## src/rtl/sw_bank_pkg.sv

```systemverilog
// Shared types and sizes for the switch bank loader.
// W is the switch and bank width. NBANK is the number of banks.
// sel_t is the bank select and bank_data_t is the default-width bank word.
package sw_bank_pkg;

    localparam int unsigned W     = 3;
    localparam int unsigned NBANK = 4;

    typedef logic [1:0]   sel_t;
    typedef logic [W-1:0] bank_data_t;

endpackage : sw_bank_pkg

```

## src/rtl/sw_bank_loader_debounce.sv

```systemverilog
// debounce: accepts a new level on `in` only after it has differed from the
// accepted level for DB_CYCLES consecutive clocks. A shorter mismatch is dropped.
// Ports:
//   clk, rst_n : clock and async active-low reset
//   in         : synchronized level to debounce
//   out        : accepted (debounced) level, registered
// Parameter:
//   DB_CYCLES  : stability window in clocks (minimum 1)
module debounce #(
    parameter int unsigned DB_CYCLES = 1000000
) (
    input  logic clk,
    input  logic rst_n,
    input  logic in,
    output logic out
);

    localparam int unsigned CNT_W = (DB_CYCLES > 1) ? $clog2(DB_CYCLES) : 1;
    localparam logic [CNT_W-1:0] CNT_LAST = CNT_W'(DB_CYCLES - 1);

    logic             out_q, out_d;
    logic [CNT_W-1:0] cnt_q, cnt_d;

    // Count while the input disagrees with the accepted level; any agreement restarts the window.
    always_comb begin
        out_d = out_q;
        cnt_d = '0;
        if (in != out_q) begin
            if (cnt_q == CNT_LAST) begin
                out_d = in;
            end else begin
                cnt_d = cnt_q + CNT_W'(1);
            end
        end
    end

    always_ff @(posedge clk or negedge rst_n) begin
        if (!rst_n) begin
            out_q <= 1'b0;
            cnt_q <= '0;
        end else begin
            out_q <= out_d;
            cnt_q <= cnt_d;
        end
    end

    assign out = out_q;

endmodule : debounce

```

## src/rtl/sw_bank_loader.sv

```systemverilog
// sw_bank_loader: stores a switch value into one of four banks on each
// accepted press of the load button. The clear button empties everything.
// Ports:
//   clk, rst_n       : clock and async active-low reset
//   sw [W-1:0]       : raw switch value to store
//   btn [1:0]        : raw bank select
//   load, clr        : raw pushbuttons, active-high
//   led0..led3       : registered bank contents
//   vld [3:0]        : per-bank written-since-clear flags
//   wr_cnt [7:0]     : accepted-write counter, wraps silently
// Build option: define SW_BANK_LOADER_DEBOUNCE_EN to debounce load over
// DB_CYCLES clocks. Without it the synchronized load is used directly.
module sw_bank_loader #(
    parameter int unsigned W         = sw_bank_pkg::W,
    parameter int unsigned DB_CYCLES = 1000000
) (
    input  logic         clk,
    input  logic         rst_n,
    input  logic [W-1:0] sw,
    input  logic [1:0]   btn,
    input  logic         load,
    input  logic         clr,
    output logic [W-1:0] led0,
    output logic [W-1:0] led1,
    output logic [W-1:0] led2,
    output logic [W-1:0] led3,
    output logic [3:0]   vld,
    output logic [7:0]   wr_cnt
);

    import sw_bank_pkg::*;

    if (DB_CYCLES < 1) begin : g_db_check
        $error("DB_CYCLES must be at least 1");
    end

    // Two-flop synchronizers
    logic [W-1:0] sw_s1_q, sw_s1_d, sw_s_q, sw_s_d;
    sel_t         sel_s1_q, sel_s1_d, sel_s_q, sel_s_d;
    logic         load_s1_q, load_s1_d, load_s_q, load_s_d;
    logic         clr_s1_q, clr_s1_d, clr_s_q, clr_s_d;

    // Edge detect and storage
    logic               load_db;
    logic               load_db_q, load_db_d;
    logic               wr_c;
    logic [W-1:0]       bank_q [NBANK];
    logic [W-1:0]       bank_d [NBANK];
    logic [NBANK-1:0]   vld_q, vld_d;
    logic [7:0]         wr_cnt_q, wr_cnt_d;

    // Synchronizer next state
    always_comb begin
        sw_s1_d   = sw;
        sw_s_d    = sw_s1_q;
        sel_s1_d  = sel_t'(btn);
        sel_s_d   = sel_s1_q;
        load_s1_d = load;
        load_s_d  = load_s1_q;
        clr_s1_d  = clr;
        clr_s_d   = clr_s1_q;
    end

`ifdef SW_BANK_LOADER_DEBOUNCE_EN
    debounce #(
        .DB_CYCLES (DB_CYCLES)
    ) u_debounce (
        .clk   (clk),
        .rst_n (rst_n),
        .in    (load_s_q),
        .out   (load_db)
    );
`else
    assign load_db = load_s_q;
`endif

    // One write pulse per accepted rising edge of load
    assign wr_c = load_db & ~load_db_q;

    // Bank update; clear wins over a coincident write
    always_comb begin
        load_db_d = load_db;
        bank_d    = bank_q;
        vld_d     = vld_q;
        wr_cnt_d  = wr_cnt_q;
        if (clr_s_q) begin
            bank_d   = '{default: '0};
            vld_d    = '0;
            wr_cnt_d = '0;
        end else if (wr_c) begin
            bank_d[sel_s_q] = sw_s_q;
            vld_d[sel_s_q]  = 1'b1;
            wr_cnt_d        = wr_cnt_q + 8'd1;
        end
    end

    always_ff @(posedge clk or negedge rst_n) begin
        if (!rst_n) begin
            sw_s1_q   <= '0;
            sw_s_q    <= '0;
            sel_s1_q  <= '0;
            sel_s_q   <= '0;
            load_s1_q <= 1'b0;
            load_s_q  <= 1'b0;
            clr_s1_q  <= 1'b0;
            clr_s_q   <= 1'b0;
            load_db_q <= 1'b0;
            bank_q    <= '{default: '0};
            vld_q     <= '0;
            wr_cnt_q  <= '0;
        end else begin
            sw_s1_q   <= sw_s1_d;
            sw_s_q    <= sw_s_d;
            sel_s1_q  <= sel_s1_d;
            sel_s_q   <= sel_s_d;
            load_s1_q <= load_s1_d;
            load_s_q  <= load_s_d;
            clr_s1_q  <= clr_s1_d;
            clr_s_q   <= clr_s_d;
            load_db_q <= load_db_d;
            bank_q    <= bank_d;
            vld_q     <= vld_d;
            wr_cnt_q  <= wr_cnt_d;
        end
    end

    assign led0   = bank_q[0];
    assign led1   = bank_q[1];
    assign led2   = bank_q[2];
    assign led3   = bank_q[3];
    assign vld    = vld_q;
    assign wr_cnt = wr_cnt_q;

endmodule : sw_bank_loader

```

## config.mk

```make
export PLATFORM = sky130hd
export DESIGN_NAME = sw_bank_loader
export DESIGN_NICKNAME = d
export VERILOG_FILES = /design/src/rtl/sw_bank_pkg.sv /design/src/rtl/sw_bank_loader_debounce.sv /design/src/rtl/sw_bank_loader.sv
export SDC_FILE = /design/constraint.sdc
export NUM_CORES = 1
export LEC_CHECK = 0
export ABC_AREA = 1
export CAP_MARGIN = 15
export CORE_ASPECT_RATIO = 1.2
export CORE_MARGIN = 1.5
export CORE_UTILIZATION = 48
export DETAILED_ROUTE_END_ITERATION = 8
export HOLD_SLACK_MARGIN = 0.08
export PLACE_DENSITY = 0.76
export SYNTH_ARGS = -nofsm -noshare
export SYNTH_HDL_FRONTEND = slang
export SYNTH_HIERARCHICAL = 1
export SYNTH_SLANG_ARGS = --single-unit
```

## constraint.sdc

```tcl
create_clock -name clk -period 1.55 [get_ports clk]
set_clock_uncertainty 0.1 [all_clocks]
set_input_delay 0.31 -clock clk [delete_from_list [all_inputs] [get_ports clk]]
set_output_delay 0.31 -clock clk [all_outputs]
set_load 0.01 [all_outputs]
```

# == Yosys cells after proc, flatten, opt, wreduce, memory -nomap -nowiden ==
# Cells that the tools add are included.
# totals
ff_bits,39
inputBits,9
out_inout_bits,24
# classes
add_sub_neg,1
order_cmp,4
n_mux,11
bitwise,4
reduce_logical,3
# ops
cell,count
2-to-1 mux 12 bit,2
2-to-1 mux 8 bit,2
bitwise mux 12 bit,1
adder 8 x 1 -> 8 bit (second input constant),1
2-to-1 mux 4 bit,2
demux 3 bit (select 2 bit),1
OR 4 bit,1
>= comparator 3 bit (second input constant),1
less-than comparator 2 x 3 -> 1 bit (second input constant),1
less-than comparator 3 x 1 -> 1 bit (second input constant),1
2-to-1 mux 3 bit,1
inverter 2 -> 3 bit,1
demux 1 bit (select 2 bit),1
>= comparator 2 x 1 -> 1 bit (second input constant),1
logical AND 1 bit,2
nonzero test 2 bit,1
bitwise AND 1 bit,1
2-to-1 mux 1 bit,1
inverter 1 bit,1

# == Depth between registers and ports, before layout ==
# Gate-level depths: netlist (run 1).
# depth
ltp_word,8
ltp_mapped,6
mapped_depth_nobuf,6

# == Worst setup path after synthesis (run 1) ==
# Ideal clock, no wire load.
# synth_timing
path_kind,reg2reg
start,"register wr_cnt_q[0], in the netlist wr_cnt[0]"
end,"register wr_cnt_q[6], in the netlist wr_cnt[6]"
setup_time_ns,0.117
arrival_ns,0.969
path_slack_ns,0.364
path_stages_with_launch,7
n_path_buf,0
period_less_slack_ns,1.186
cell_sequence,dfrtp_1 ha_1 nand3_2 nor2_4 nand2_1 nand2_1 a21oi_2
# synth_via
elab_chain_len,3
# synth_rtl
item,line,text
"start, declared",sw_bank_loader.sv:50,"logic [7:0] wr_cnt_q, wr_cnt_d;"
"start signal, assigned",sw_bank_loader.sv:123,wr_cnt_q <= wr_cnt_d;
adder 8 x 1 -> 8 bit,sw_bank_loader.sv:93,wr_cnt_d = wr_cnt_q + 8'd1;
2-to-1 mux 8 bit,sw_bank_loader.sv:90,end else if (wr_c) begin
2-to-1 mux 8 bit,sw_bank_loader.sv:86,if (clr_s_q) begin
# Every way passes these cells. The select of a mux whose other input is x is not followed.
# A chain may end at the register's enable or synchronous reset.

# == Worst setup path after layout (run 1) ==
# layout_timing
start,"register wr_cnt_q[2], in the netlist wr_cnt[2]"
end,output port wr_cnt[2]
# layout_lines
item,line,text
"end, declared",sw_bank_loader.sv:28,output logic [7:0] wr_cnt
# No word-level cell between the ends.

==> results.yml, run 1 <==
outcome:
  status: "complete, no violations"
timing:
  fin_crit_sh: 0.9428
  fin_ws_ps: 88.61
  grt_setup_unrepaired: "false"
  worst_pin_slew_ps: 364.8
  setup_viol: 0
  finalMaxSlewViolations: 0
  fmax_mhz: 684.3
  fin_tns_setup_ps: 0
  hold_viol_final: 0
  timing.slew.headroom: 0.7568
  fin_crit_ps: 1461
global_route:
  grt_max_degree: 25
  grt_pass1_wl_microns: 4816
  antenna_found_initial: 0
  gr-total-overflow: 0
  grtUsageTotal: 0.1968
  grt_pass1_vias: 1048
setup_path:
  critPathBufInv: 1
  cp-start-kind: "flop"
  arrival_ps: 1050
  critPathKind: "reg2out"
  cp-end-kind: "primary output"
  critPathSlowestCell: "dfrtp_1"
  crit_fanout: 3
  required_ps: 1140
  crit_chain: "dlygate4sd2_1"
  crit_path_max_incr_delay_ps: 420
  cp_top_family: "flip-flops"
power:
  switching_share: 0.2030
  p_switching_uw: 410.4
  seq_power_share: 0.530
  power_frac_clock: 0.403
  power_density_mw_per_mm2: 1039
  p_leak_uw: 0.0009632
  combPwrFrac: 0.068
  max-vdd-ir-drop_v: 0.0008256
  finalPower_uw: 2022
  p_int_uw: 1611
floorplanning:
  initial_utilization: 0.5129
  rows: 21
  core_sq_mm: 0.002864
  die_area_sq_mm: 0.003403
  die_y_microns: 63.60
  die_width_microns: 53.50
  ios: 33
placed_design:
  io_buffer_count: 32
  dpl.hpwl_microns: 1945
  pre_cts_ws_ps: 181.9
  place_congestion: 0.7060
synth:
  synth.distinct_cells: 18
  syn_nets: 136
  syn_area_sq_mm: 0.001469
  ys_ff_latch: 39
  seq_area_frac_synth: 0.6644
  yosys_warnings: 6
  syn-mean-instance-area_sq_um: 11.66
  syn_inst: 126
final_layout:
  nets: 180
  synthToLayoutAreaGrowth_pct: 32.54
  n_antenna_cell: 0
  nFillCells: 223
  drive_gt1_frac: 0.1637
cts:
  clkTransAtPathRegs_ps: 110
  insertion_delay_ps: 340
  cts_htree_levels: 2
  clock-root-buffer: "clkbuf_4"
  cts.sinks: 39
  cts_tree: "done"
  clock_path_buffers: 2
  cts_inserted_buffers: 5
drt:
  drtIter0Drc: 19
  drc: 0
  routed_wl_microns: 2693
  antenna_left: 0
  post_drt_wl_per_cell_microns: 13.14
  first_pass_iters: 4
  routed_via_density: 5.010
  vias: 1027
run:
  drv_cap: 0
worst_hold_path:
  hold_class: "reg2reg"
-- flip-flops by register name (all words and copies together), names as in the netlist --
| signal | cells |
|---|---|
| wr_cnt | 8 |
| vld | 4 |
| led0 | 3 |
| led1 | 3 |
| led2 | 3 |
| led3 | 3 |
| sw_s1_q | 3 |
| sw_s_q | 3 |
| sel_s1_q | 2 |
| sel_s_q | 2 |
| clr_s1_q | 1 |
| clr_s_q | 1 |
| load_db | 1 |
| load_db_q | 1 |
| load_s1_q | 1 |
-- routing by layer --
metal / share of wire / GRT usage / routed length, microns
met1: 0.40 / 0.2382 / 1086
met2: 0.52 / 0.3194 / 1409
met3: 0.054 / 0.06161 / 146
met4: 0.019 / 0.07692 / 50
met5: 0 / 0 / 0
-- final cells by class --
| class | count | area [sq um] | share of cell area |
|---|---|---|---|
| clock inverters | 2 | 60.06 | 0.03085 |
| clock buffers | 6 | 41.29 | 0.02121 |
| repair buffers | 39 | 352.8 | 0.1812 |
| inverters | 12 | 50.05 | 0.02571 |
| flip-flops and latches | 39 | 975.9 | 0.5013 |
| well taps | 34 | 42.54 | 0.02185 |
| multi-input cells | 73 | 424.2 | 0.2179 |
-- cells in the mapped netlist --
library cell	count	area share
nand2_1	15	0.038
nand3_4	4	0.048
a21oi_1	8	0.027
nand3_2	3	0.020
inv_1	9	0.023
buf_4	1	0.0051
nor2_1	10	0.026
ha_1	1	0.0085
dfrtp_1	39	0.66
clkinv_4	1	0.0060
inv_2	2	0.0051
nor2_4	2	0.015
nand2_2	1	0.0043
nand3_1	14	0.048
o21ai_1	12	0.041
buf_6	1	0.0077
a21oi_2	1	0.0060
o21ai_0	2	0.0068
-- power groups by stage --
stage / Combinational [uW] / Clock, uW / Sequential (uW)
floorplan: 53.4 / 0 / 1100
global placement: 136 / 0 / 1090
detailed placement: 140 / 0 / 1090
CTS: 140 / 830 / 1070
global route: 154 / 883 / 1080
finish: 137 / 814 / 1070
-- what timing repair did --
item,4_1_cts,5_1_grt
endpoints found under the hold margin,39,0
resized for setup,24,0
hold buffers,1,0
endpoints found under the setup margin,24,0
buffers inserted,4,0
-- kinds of logic after synthesis --
kind of cell	count (synthesis)	share of synthesized area
fa+ha+maj	1	0.008517
flops	39	0.6644
compound gates	23	0.08092
simple gates	49	0.1993
buf+inv	14	0.04685
-- path summary, 6_finish.rpt --
path,to,startpoint,cells past startpoint,slack [ps]
max,wr_cnt[2],wr_cnt[2],1,90
max reg2reg,wr_cnt[2],clr_s_q,4,220
min,load_db,load_s1_q,0,260
min in group asynchronous,led2[2],rst_n,2,300
max in group asynchronous,led3[1],rst_n,3,610
min reg2reg,load_db,load_s1_q,0,260
-- layout by cell type (no fill, tap or decap), drive strengths merged, types with 2 or more instances in the layout --
cell           Yosys  layout
dlygate4sd2        0      24
clkbuf             0       6
clkdlybuf4s50      0       7
dfrtp             39      39
inv               11      11
nand2             16      16
nor2              12      12
nand3             21      21
buf                2       7
o21ai             14      14
bufinv             0       2
a21oi              9       9
-- through the flow --
step	hold WS, ps	cell area, sq um	util	std cells
after floorplan	-85.59	1469	-	126
after global placement	141.3	1836	0.6409	192
after detailed placement	141.4	1836	0.6409	192
after CTS	260.3	1947	0.6798	205
after global routing	266.1	1947	0.6798	205
final	258.0	1947	0.6798	205
(Power assumes the default switching activity.)
==> inputs of run 2 (changes only) <==
Settings changed: CORE_UTILIZATION 48 to 60, DONT_BUFFER_PORTS set to 1, PLACE_DENSITY 0.76 to 0.75.
==> run 2 against run 1 <==
- core utilization is 5.7 points higher
- critical endpoint is now wr_cnt[6]
- first-iteration DRC count is 42% lower
- critical path type is now reg2reg
- fmax increased by 14%
- power down 0.71%
- register-to-register slack improved by 40 ps
- sequential cell count stayed put
- clock-buffer cell count stayed put
==> results.yml, run 2 (synthesis gave the netlist of run 1 again) <==
outcome:
  status: "complete, no violations"
floorplanning:
  core_sq_mm: 0.002306
  die_y_microns: 57.20
  die_area_sq_mm: 0.002755
  initial_utilization: 0.6370
  ios: 33
  rows: 19
  die_width_microns: 48.17
drt:
  antenna_left: 0
  first_pass_iters: 4
  vias: 952
  drtIter0Drc: 11
  routed_via_density: 5.503
  routed_wl_microns: 2569
  drc: 0
  post_drt_wl_per_cell_microns: 14.85
final_layout:
  n_antenna_cell: 0
  nFillCells: 164
  mostFrequentLayoutCell: "dfrtp_1"
  multi_input_area_sq_um: 424.2
  layout.area.seq_sq_um: 975.9
  synthToLayoutAreaGrowth_pct: 15.59
  instances_no_fill: 173
  final_cell_mix: "39 x dfrtp_1, 15 x nand2_1, 14 x nand3_1, 12 x o21ai_1, 10 x nor2_1"
  largest_reg_flops: 8
  drive_gt1_frac: 0.1620
  nets: 151
timing:
  worst_pin_slew_ps: 237.5
  fin_crit_ps: 1285
  fmax_mhz: 778.1
  setup_viol: 0
  hold_viol_final: 0
  finalMaxSlewViolations: 0
  fin_tns_setup_ps: 0
  fin_crit_sh: 0.8291
  grt_setup_unrepaired: "false"
  timing.slew.headroom: 0.8417
global_route:
  antenna_found_initial: 0
  grt_max_degree: 40
  grt_pass1_vias: 965
  grtUsageTotal: 0.2270
  grt_pass1_wl_microns: 4312
  gr-total-overflow: 0
cts:
  insertion_delay_ps: 340
  ctsHoldBuffers: 9
  cts_htree_levels: 2
  clock_path_buffers: 2
  cts_tree: "done"
  cts.sinks: 39
  post_cts_buffers: 0
  ctsResizeCount: 0
  clkTransAtPathRegs_ps: 120
  cts_inserted_buffers: 5
  clock-root-buffer: "clkbuf_4"
power:
  max-vdd-ir-drop_v: 0.0009182
  power_density_mw_per_mm2: 1182
  p_leak_uw: 0.0007471
setup_path:
  crit_fanout: 4
  cp-start-kind: "flop"
  critPathKind: "reg2reg"
  arrival_ps: 1430
  cp-end-kind: "flop"
  required_ps: 1690
placed_design:
  dpl.hpwl_microns: 1752
  io_buffer_count: 0
  dp.cells: 156
  place_congestion: 0.8162
worst_hold_path:
  hold_class: "reg2reg"
run:
  drv_cap: 0
## run 2: stage by stage
step                instance area (sq um)  setup WS, ps  hold slack [ps]  utilization  power (uW)
CTS                                  1698         267.2            264.1       0.7363        2020
global placement                     1496         314.0           -84.85       0.6489        1158
finish                               1698         264.9            259.3       0.7363        2007
detailed placement                   1496         294.1           -84.66       0.6489        1164
floorplan                            1469         364.0           -85.59            -        1149
global route                         1698         171.1            270.2       0.7363        2077
## run 2: path summary, 6_finish.rpt
| kind | slack [ps] | end | from | depth (start not counted) |
|---|---|---|---|---|
| min in group asynchronous | 320 | load_db_q | rst_n | 2 |
| max | 260 | wr_cnt[6] | wr_cnt[0] | 6 |
| min | 260 | sel_s_q[0] | sel_s1_q[0] | 0 |
| max reg2reg | 260 | wr_cnt[6] | wr_cnt[0] | 6 |
| min reg2reg | 260 | sel_s_q[0] | sel_s1_q[0] | 0 |
| max in group asynchronous | 830 | sel_s_q[0] | rst_n | 2 |
## run 2: routing by layer
layer,global-route usage,vias to the layer above,share of wire
met5,0,-,0
met4,0.08108,0,0.024
met3,0.06962,9,0.047
met2,0.3590,31,0.54
met1,0.2886,466,0.38
li1,-,446,-
## run 2: layout make-up
cell class,count,area share
clock buffer,6,0.02432
multi-input combinational,73,0.2498
timing repair buffer,10,0.06337
sequential,39,0.5748
tap,31,0.02284
inverter,12,0.02948
clock inverter,2,0.03537
## run 2: report_power, final
part	internal [uW]	total (uW)	switching [uW]
clock network	503	824	321
registers	1050	1080	31.7
logic	37.0	102	64.8
## run 2: critical path: stages (launching register included)
cell	delay [ps]
dfrtp_1	470
ha_1	190
nand3_2	110
nor2_4	140
nand2_1	60
nand2_1	70
a21oi_2	30
